===== config.mk =====
export PLATFORM = sky130hd
export DESIGN_NAME = scroll_ptr_unit
export DESIGN_NICKNAME = d
export VERILOG_FILES = /design/src/rtl/scroll_ptr_unit.sv
export SDC_FILE = /design/constraint.sdc
export NUM_CORES = 1
export LEC_CHECK = 0
export BUFFER_PORTS_ARGS = -buffer_cell sky130_fd_sc_hd__buf_2
export CORE_MARGIN = 2
export CORE_UTILIZATION = 45
export CTS_CLUSTER_DIAMETER = 30
export DETAILED_ROUTE_END_ITERATION = 8
export HOLD_SLACK_MARGIN = 0.02
export MAX_ROUTING_LAYER = met4
export PLACE_DENSITY = 0.64
export SETUP_SLACK_MARGIN = 0.15
export SLEW_MARGIN = 40
export SYNTH_ARGS = -nofsm -noshare
export SYNTH_HDL_FRONTEND = slang
export SYNTH_SLANG_ARGS = --single-unit

===== constraint.sdc =====
create_clock -name Clk -period 6.9 [get_ports Clk]
set_input_delay 0 -clock Clk [delete_from_list [all_inputs] [get_ports Clk]]
set_output_delay 0 -clock Clk [all_outputs]
set_load 0.01 [all_outputs]

===== src/rtl/scroll_ptr_unit.sv =====
`default_nettype none
// ============================================================================
// Module   : scroll_ptr_unit
// Brief    : Multi-layer background scroll pointer generator. Each layer has a
//            frame prescaler and a wrapping pointer, which gives parallax scrolling.
//            Optional macro SCROLL_REVERSE_EN enables reverse (decrement) scrolling.
// Revision : 1.0 - initial release
// ============================================================================
module scroll_ptr_unit #(
  parameter int PTR_W  = 13,
  parameter int LAYERS = 2,
  parameter int DIV_W  = 4
) (
  input  logic                     Clk,
  input  logic                     Reset,
  input  logic                     ScrollEnable,
  input  logic                     FrameTick,
  input  logic                     Direction,
  input  logic [LAYERS*DIV_W-1:0]  LayerDiv,
  input  logic [PTR_W-1:0]         PtrLimit,
  input  logic                     Load,
  input  logic [PTR_W-1:0]         LoadValue,
  output logic [LAYERS*PTR_W-1:0]  FramePtr,
  output logic [LAYERS-1:0]        Wrap
);

  logic             tick_en;
  logic [PTR_W-1:0] load_ptr;

  assign tick_en  = FrameTick & ScrollEnable;
  // A load never places a pointer beyond the current wrap point.
  assign load_ptr = (LoadValue > PtrLimit) ? PtrLimit : LoadValue;

`ifndef SCROLL_REVERSE_EN
  logic unused_direction;
  assign unused_direction = Direction;
`endif

  for (genvar i = 0; i < LAYERS; i++) begin : g_layer
    logic [PTR_W-1:0] ptr;
    logic [PTR_W-1:0] ptr_adv;
    logic [DIV_W-1:0] cnt;
    logic [DIV_W-1:0] div;
    logic             adv_wrap;
    logic             wrap;

    assign div = LayerDiv[i*DIV_W +: DIV_W];

    // The wrap check happens before the increment, so the sum never needs a carry bit.
    always_comb begin
      ptr_adv  = ptr + PTR_W'(1);
      adv_wrap = 1'b0;
      if (ptr >= PtrLimit) begin
        ptr_adv  = '0;
        adv_wrap = 1'b1;
      end
`ifdef SCROLL_REVERSE_EN
      if (Direction) begin
        if ((ptr == '0) || (ptr > PtrLimit)) begin
          ptr_adv  = PtrLimit;
          adv_wrap = 1'b1;
        end else begin
          ptr_adv  = ptr - PTR_W'(1);
          adv_wrap = 1'b0;
        end
      end
`endif
    end

    always_ff @(posedge Clk or negedge Reset) begin
      if (!Reset) begin
        ptr  <= '0;
        cnt  <= '0;
        wrap <= 1'b0;
      end else if (Load) begin
        ptr  <= load_ptr;
        cnt  <= '0;
        wrap <= 1'b0;
      end else if (tick_en) begin
        // The >= comparison still releases a count stranded above a lowered divisor.
        if (cnt >= div) begin
          cnt  <= '0;
          ptr  <= ptr_adv;
          wrap <= adv_wrap;
        end else begin
          cnt  <= cnt + DIV_W'(1);
          wrap <= 1'b0;
        end
      end else begin
        wrap <= 1'b0;
      end
    end

    assign FramePtr[i*PTR_W +: PTR_W] = ptr;
    assign Wrap[i]                    = wrap;
  end

endmodule
`default_nettype wire


After elaboration in Yosys (flattened, before gate mapping)
Cells that the tools add are included.

Add/subtract/negate cells: 4. Multipliers: 0. Div/mod/pow operators: 0. Magnitude comparators: 5. Equality and inequality tests: 0. Shift operators: 0. Multiplexer cells: 23. Bitwise operators: 1. Reductions and logical operators: 5.

Operator list (number): two-way mux 13 bit (9); adder 13 x 1 -> 13 bit, second input constant (2); >= comparator 13 bit (2); two-way mux 4 bit (6); > comparator 13 bit (1); adder 4 x 1 -> 4 bit, second input constant (2); >= comparator 4 bit (2); two-way mux 1 bit (8); nonzero test 2 bit (3); AND reduction 2 bit (2); AND 1 bit (1).

Bits in registers: 36. Latch bits: 0. RAM bits: 0. Memory bits (read-only): 0. Input bits: 40. Output and inout bits: 28. Word-level logic and storage cells: 44. Memories kept: 0.

Depth between registers and ports, before layout
Gate-level depths: netlist of run 1.

Depth after elaboration: 5. Gate-level depth with buffers: 11. Depth with buffers taken out: 9.

Worst setup path after synthesis of run 1
No wires, ideal clock.

Path kind: flip-flop to flip-flop. From: register g_layer[0].ptr[6]. To: register g_layer[0].ptr[7]. Setup time: 0.101 ns. Data arrival time: 2.223 ns. Required time: 6.799 ns. Slack: 4.577 ns. Cell stages (with the launch flop): 10. Path buffers: 1. Clock period less this slack: 2.323 ns. Path through: dfrtp_1 -> ha_1 -> a21oi_1 -> o21ai_1 -> a2111o_1 -> a21o_1 -> or2_1 -> buf_6 -> nand2b_4 -> o311ai_2.

Word-level cells in the longest chain between the ends: 5. Elaborated cells between the ends (all ways): 6. Those cells by class: 1 x add/sub; 1 x order compare; 4 x mux.

RTL lines: start, declared (line 40) `logic [PTR_W-1:0] ptr;`; start signal, assigned (line 76) `ptr <= load_ptr;`; start signal, assigned (line 83) `ptr <= ptr_adv;`; adder 13 x 1 -> 13 bit / >= comparator 13 bit (equally long branches) (line 51, 53); two-way mux 13 bit * (line 53) `if (ptr >= PtrLimit) begin`; two-way mux 13 bit * (line 81) `if (cnt >= div) begin`; two-way mux 13 bit * (line 79) `end else if (tick_en) begin`; two-way mux 13 bit * (line 75) `end else if (Load) begin`.

Every way passes the cells marked *; elsewhere a longest branch is shown, timed or not. The select of a mux whose other input is x is not followed. A chain may end at the register's enable or synchronous reset.

Worst setup path after layout of run 1
From: register g_layer[0].cnt[0]. To: register g_layer[0].ptr[7].

Word-level cells in the longest chain between the ends: 3.

RTL lines: start, declared (line 42) `logic [DIV_W-1:0] cnt;`; start signal, assigned (line 86) `cnt <= cnt + DIV_W'(1);`; >= comparator 4 bit (line 81); nonzero test 2 bit (no source line); AND reduction 2 bit (no source line).

No other way between the ends.

==> flow_metrics.py, run 1 <==
metrics = {
    "synth": {
        "syn_inst": 443,
        "synthArstFlopShare": 1.00,
        "syn_nets": 534,
        "ys_ff_latch": 36,
        "synth.avg_cell_area_um2": 7.87,
        "synth.distinct_cells": 52,
        "ys_top_cells_by_area": "dfrtp_1 (26%), ha_1 (18%), nand3_1 (5.9%)",
        "synth_top_area_share": 0.258,
        "synth_top_cell_by_area": "dfrtp_1",
        "netlist_area_um2": 3490,
        "seq_area_frac_synth": 0.258,
        "yosys_warnings": 0,
        "synth_edf_count": 0,
        "synth_flop_cell": "dfrtp_1",
    },
    "global_routing": {
        "grt_pass1_wl_mm": 15.9,
        "grt_pass1_vias": 3281,
        "grt_max_degree": 37,
        "grt_usage": 0.241,
        "overflow": 0,
        "antenna_found_initial": 0,
    },
    "final_layout": {
        "multi_input_area_um2": 2370,
        "final_cell_mix": "buf_2 (65), ha_1 (51), nand2_1 (47)",
        "seq_area_um2": 901,
        "drive_gt1_frac": 0.181,
        "area_growth_pct": 15.5,
        "final_common_cell": "buf_2",
        "antenna_cells": 0,
        "fin_nets": 593,
        "fillers": 773,
    },
    "die": {
        "io_pins": 68,
        "dieArea_um2": 8470,
        "coreArea_um2": 7610,
        "dieHeight_um": 92.0,
        "start_util": 0.458,
        "die_w_um": 92.0,
        "rows": 32,
    },
    "sta": {
        "setup_ws_ns": 3.92,
        "setup_viol": 0,
        "worstMarginPinSlew_ns": 0.741,
        "fmax_mhz": 336,
        "finClkSkew_ns": 0.00444,
        "drv_slew": 0,
        "tns_ns": 0,
        "grt_setup_unrepaired": "no",
        "post-route-period-util": 0.431,
        "fin_crit_ns": 2.98,
        "hold_slack_ns": 0.0218,
        "finalHoldViolations": 0,
        "relSlewSlack": 0.505,
    },
    "clocking": {
        "cts_tree": "yes",
        "clk_pin_slew_ns": 0.08,
        "cts_setup_buffers": 0,
        "cts_made_buffers": 5,
        "htreeDepth": 2,
        "root_buffer": "clkbuf_8",
        "clkLatencyLatePin_ns": 0.29,
        "cts_sinks": 36,
        "clockBufferDepth": 2,
    },
    "critical_path": {
        "worst_path_largest_cell_delay_ns": 0.61,
        "regToRegEndpoint": "g_layer[0].ptr[7]",
        "critPathSlowestCell": "a21oi_2",
        "required_ns": 7.05,
        "r2r_slack_ns": 3.92,
        "crit_family": "compound AO/OA/AOI/OAI gates",
        "cp-start-kind": "flop",
        "crit_buf_inv": 1,
        "worstPathArrival_ns": 3.12,
        "cp_cell_sequence": "inv_1, ha_1, nand2b_1, a2111oi_0, a21oi_1, a21oi_2, or2_1, nand2b_4, o311ai_2",
        "reg2reg_from": "g_layer[0].cnt[0]",
        "reg2regPathDepth": 9,
        "crit_type": "flop to flop",
        "end_kind": "flop",
        "cp_max_fo": 17,
    },
    "routing": {
        "drc": 0,
        "via_count": 3502,
        "first_pass_iters": 5,
        "drtIter0Drc": 200,
        "vias_per_cell": 5.79,
        "wirelength_mm": 9.41,
        "drt-wirelength-per-cell_um": 15.6,
        "ant_nets": 0,
    },
    "pwr": {
        "p_seq_frac": 0.368,
        "sw_frac_of_total": 0.393,
        "power_density_nw_per_um2": 212,
        "power.switching_mw": 0.336,
        "p_int_mw": 0.519,
        "p_leak_nw": 1.95,
        "ir_drop_mv": 0.125,
        "p_comb_frac": 0.391,
        "pwr-share-clk": 0.241,
    },
    "placed_design": {
        "numPortBuffers": 66,
        "dp_slack_ns": 3.91,
        "dpl.hpwl_mm": 7.34,
        "place_congestion": 0.888,
    },
    "worst_hold_path": {
        "min_path_type": "input pin to flop",
        "whs_endpoint": "g_layer[1].ptr[4]",
        "hp-start": "PtrLimit[4]",
        "hold_depth": 3,
    },
    "outcome": {
        "status": "finished, final reports clean",
    },
    "job": {
        "maxCapViolations": 0,
    },
}
## logic make-up (layout without fill, tap and decap cells)
group | count (synthesis) | in the layout | synth area share
flip-flops | 36 | 36 | 0.258
multiplexers | 2 | 2 | 0.00610
adder cells (fa/ha/maj) | 51 | 51 | 0.183
buffers and inverters | 53 | 113 | 0.0635
AO/OA/AOI/OAI | 118 | 118 | 0.224
AND/OR/NAND/NOR | 183 | 183 | 0.265
## synth_stat cells (4+ instances only)
cell,count
nand4_1,5
clkbuf_1,12
nand3_1,41
nor3_1,5
nand2_1,47
nor2b_1,10
o21ai_0,33
a21o_1,5
ha_1,51
nand2b_1,5
and3_1,18
inv_1,34
o311ai_1,7
nor4_1,4
dfrtp_1,36
a22oi_1,4
a22o_1,11
a21oi_1,32
nor2_1,32
## power groups by stage
stage / clock [mW] / combinational, mW / sequential [mW]
2_1_floorplan: 0 / 0.206 / 0.320
3_3_place_gp: 0 / 0.321 / 0.317
3_5_place_dp: 0 / 0.333 / 0.318
4_1_cts: 0.210 / 0.336 / 0.314
5_1_grt: 0.223 / 0.385 / 0.325
6_report: 0.206 / 0.335 / 0.315
## worst reg2reg max path, stage by stage (launching register included)
cell,delay (ns)
dfrtp_1,0.41
inv_1,0.06
ha_1,0.26
nand2b_1,0.14
a2111oi_0,0.42
a21oi_1,0.22
a21oi_2,0.61
or2_1,0.42
nand2b_4,0.21
o311ai_2,0.08
## layer usage
metal  GRT usage  vias to the layer above  routed length [µm]
met1       0.317                     1629                4260
met4      0.0933                        0                 280
met2       0.382                      111                4420
li1            -                     1742                   -
met5           -                        -                   0
met3      0.0304                       20                 450
## worst max-delay path by stage
stage / cells after the start / startpoint / end / slack (ns)
2_1_floorplan: 9 / g_layer[0].ptr[6] / g_layer[0].ptr[7] / 4.58
4_1_cts: 9 / g_layer[0].cnt[0] / g_layer[0].ptr[7] / 3.91
6_report: 9 / g_layer[0].cnt[0] / g_layer[0].ptr[7] / 3.92
3_5_place_dp: 9 / g_layer[0].cnt[0] / g_layer[0].ptr[7] / 3.91
3_3_place_gp: 9 / g_layer[0].cnt[0] / g_layer[0].ptr[7] / 3.98
5_1_grt: 9 / g_layer[0].cnt[0] / g_layer[0].ptr[7] / 3.68
## sequential cells by signal, summed over array words and instances, names as in the netlist
name,flops
g_layer.ptr,26
g_layer.cnt,8
g_layer.wrap,2
## through the flow
stage | cells | total power [mW] | utilization | area (µm²)
2_1_floorplan | 443 | 0.526 | - | 3490
3_3_place_gp | 596 | 0.639 | 0.510 | 3880
3_5_place_dp | 596 | 0.651 | 0.511 | 3880
4_1_cts | 605 | 0.860 | 0.528 | 4020
5_1_grt | 605 | 0.932 | 0.529 | 4030
6_report | 605 | 0.855 | 0.529 | 4030
## final cells by class
class,count,share of cell area
clock inverter,1,0.00746
tap,102,0.0317
clock buffer,7,0.0239
inverter,34,0.0317
timing repair buffer,71,0.0926
sequential,36,0.224
multi-input combinational,354,0.589
## timing repair
item                      4_1_cts  5_1_grt
hold buffers                    1        0
gates resized for setup         0        0
hold endpoints to repair       36        0
(Power assumes the default switching activity.)
==> run 2, diff against run 1 <==
ABC_AREA = 1   (was unset)
PLACE_DENSITY = 0.66   (was 0.64)
clock period = 2.7 ns   (was 6.9 ns; I/O delays follow)
==> flow_metrics.py, run 2 <==
metrics = {
    "routing": {
        "first_pass_iters": 5,
        "via_count": 3872,
        "met1Wirelength_mm": 4.70,
        "ant_nets": 0,
        "vias_per_cell": 5.22,
        "top_layer_used": "met4",
        "wirelength_mm": 10.6,
        "drtIter0Drc": 209,
        "wl_met2_mm": 5.12,
        "drc": 0,
        "wl_met3_um": 672,
        "drt-wirelength-per-cell_um": 14.3,
    },
    "placed_design": {
        "place_congestion": 0.949,
        "dp.cells": 734,
        "dpl.hpwl_mm": 8.18,
        "placed_cell_area_um2": 4310,
        "dp_slack_ns": 0.539,
        "numPortBuffers": 66,
    },
    "final_layout": {
        "largest_reg_flops": 26,
        "reg_top3": "g_layer.ptr: 26 flops, g_layer.cnt: 8 flops, g_layer.wrap: 2 flops",
        "area_growth_pct": 12.5,
        "finalInstanceArea_um2": 4410,
        "antenna_cells": 0,
        "final-instance-count-excl-fill": 742,
        "top_register": "g_layer.ptr",
        "drive_gt1_frac": 0.189,
        "final_common_cell": "nand2_1",
        "fin_nets": 725,
        "final_cell_mix": "nand2_1 (187), buf_2 (65), inv_1 (62)",
    },
    "synth": {
        "synth_top_cell_by_area": "dfrtp_1",
        "seq_area_frac_synth": 0.230,
        "synth_compound_area_frac": 0.0565,
        "yosys.area_share.simple": 0.414,
        "synth_common_cells": "nand2_1 (187), inv_1 (62), ha_1 (51), nor2_1 (47), nand3_1 (44)",
        "synth-xor-area-share": 0.0402,
        "synth_most_common_cell": "nand2_1",
        "synth.distinct_cells": 34,
        "synth_flop_cell": "dfrtp_1",
        "syn_nets": 663,
        "synth.avg_cell_area_um2": 6.86,
        "synth_edf_count": 0,
        "synth_top_area_share": 0.230,
        "ys_ff_latch": 36,
        "muxShareOfSynthArea": 0,
        "yosys_warnings": 0,
        "synthArstFlopShare": 1.00,
        "synth_adder_area_share": 0.163,
        "ys_top_cells_by_area": "dfrtp_1 (23%), nand2_1 (18%), ha_1 (16%)",
        "synth_top_family_by_area": "simple AND/OR/NAND/NOR gates",
        "netlist_area_um2": 3920,
        "syn_inst": 572,
    },
    "sta": {
        "finalHoldViolations": 0,
        "post-route-period-util": 0.816,
        "tns_ns": 0,
        "grt_setup_unrepaired": "no",
        "finClkSkew_ns": 0.00839,
        "drv_slew": 0,
        "setup_ws_ns": 0.497,
        "setup_viol": 0,
        "worstMarginPinSlew_ns": 0.605,
        "relSlewSlack": 0.596,
        "fin_crit_ns": 2.20,
        "fmax_mhz": 454,
    },
    "clocking": {
        "clk_pin_slew_ns": 0.07,
        "cts_made_buffers": 5,
        "cts_sinks": 36,
        "cts_setup_buffers": 0,
        "htreeDepth": 2,
        "cts_tree": "yes",
        "clockBufferDepth": 2,
        "clkLatencyLatePin_ns": 0.29,
        "root_buffer": "clkbuf_8",
    },
    "critical_path": {
        "cp_max_fo": 13,
        "required_ns": 2.92,
        "crit_family": "simple AND/OR/NAND/NOR gates",
        "worst-path-stages": 11,
        "cp-start-kind": "flop",
        "crit_buf_inv": 0,
        "crit_type": "flop to flop",
        "crit_start": "g_layer[1].ptr[4]",
        "reg2reg_from": "g_layer[1].ptr[4]",
        "worst_path_largest_cell_delay_ns": 0.50,
        "crit_path_end": "g_layer[1].ptr[9]",
        "cp_common_cell": "nand2_1",
        "regToRegEndpoint": "g_layer[1].ptr[9]",
        "reg2regPathDepth": 11,
        "cp_cell_sequence": "ha_1, nand2_1, o21bai_1, nand2_1, o21ai_1, nand2_1, nor2_2, nand2_1, nand2_1, nand2_1, nand2_1",
        "end_kind": "flop",
        "worstPathArrival_ns": 2.42,
        "critPathSlowestCell": "nor2_2",
        "r2r_slack_ns": 0.50,
    },
    "outcome": {
        "status": "finished, final reports clean",
    },
    "global_routing": {
        "grt_pass1_wl_mm": 17.6,
        "grt_max_degree": 38,
        "grt_pass1_vias": 3543,
        "antenna_found_initial": 0,
        "overflow": 0,
        "grt_usage": 0.235,
    },
    "pwr": {
        "ir_drop_mv": 0.266,
        "p_leak_nw": 2.53,
        "power_density_nw_per_um2": 531,
    },
    "die": {
        "io_pins": 68,
        "coreArea_um2": 8590,
        "die_w_um": 97.4,
        "dieHeight_um": 97.4,
        "rows": 34,
        "start_util": 0.456,
        "dieArea_um2": 9480,
    },
    "worst_hold_path": {
        "min_path_type": "input pin to flop",
    },
    "job": {
        "maxCapViolations": 0,
    },
}
## run 2: changes by cell type after synthesis, sizes merged, moves of 10 or more
| cell | change |
|---|---|
| inv | +36 |
| o21ai | -23 |
| a22o | -11 |
| nand4 | +11 |
| xor2 | +12 |
| and3 | -18 |
| o311ai | -12 |
| nor2b | -10 |
| nand3 | +15 |
| nand2 | +154 |
| nor2 | +19 |
## run 2: area by class of cell
class,count,area [µm²]
Tap cell,108,135
Clock buffer,7,96.3
Timing Repair Buffer,71,373
Inverter,71,267
Sequential cell,36,901
Fill cell,898,4180
Multi-Input combinational cell,449,2640
## run 2: cell families (layout without fill, tap and decap cells)
group / count (synthesis) / after routing
AOI/OAI and AO/OA: 41 / 41
adders and majority gates: 51 / 51
buffers and inverters: 87 / 149
xor gates and xnor gates: 18 / 18
DFF: 36 / 36
and+or+nand+nor: 339 / 339
## run 2: worst min-delay path by stage
stage,from,endpoint,depth (start not counted),slack (ns)
finish,LoadValue[8],g_layer[0].ptr[8],5,0.18
global route,LoadValue[2],g_layer[0].ptr[2],7,0.22
CTS,LoadValue[8],g_layer[0].ptr[8],5,0.18
detailed placement,Reset,g_layer[0].ptr[6],1,0.004
global placement,Reset,g_layer[0].ptr[11],1,0.17
floorplan,Reset,g_layer[0].cnt[0],0,-0.30
## run 2: routing by layer
metal | vias to the layer above | global-route usage
met1 | 1788 | 0.313
met4 | 0 | 0.0438
met5 | - | -
met2 | 112 | 0.391
li1 | 1962 | -
met3 | 10 | 0.0273
## run 2: report_power, final
| group | leakage [nW] | internal (mW) | total (mW) | switching (mW) |
|---|---|---|---|---|
| Clock | 0.0503 | 0.227 | 0.419 | 0.192 |
| Sequential | 0.465 | 0.637 | 0.838 | 0.201 |
| Combinational | 2.01 | 0.424 | 1.09 | 0.661 |
## run 2: worst register-to-register path, stage by stage (launching register included)
cell	delay, ns
dfrtp_1	0.48
ha_1	0.36
nand2_1	0.09
o21bai_1	0.11
nand2_1	0.06
o21ai_1	0.11
nand2_1	0.13
nor2_2	0.50
nand2_1	0.10
nand2_1	0.09
nand2_1	0.05
nand2_1	0.06
## run 2: what timing repair did
action	in CTS	in global routing
gates resized for setup	0	0
endpoints found under the hold margin	36	0
hold buffers	1	0
setup endpoints to repair	0	0
## run 2: through the flow
| step | power (mW) | hold WS [ns] | util |
|---|---|---|---|
| floorplan | 1.57 | -0.296 | - |
| global placement | 1.90 | 0.166 | 0.501 |
| detailed placement | 1.93 | 0.00423 | 0.501 |
| CTS | 2.36 | 0.176 | 0.513 |
| global route | 2.55 | 0.223 | 0.513 |
| finish | 2.34 | 0.184 | 0.513 |
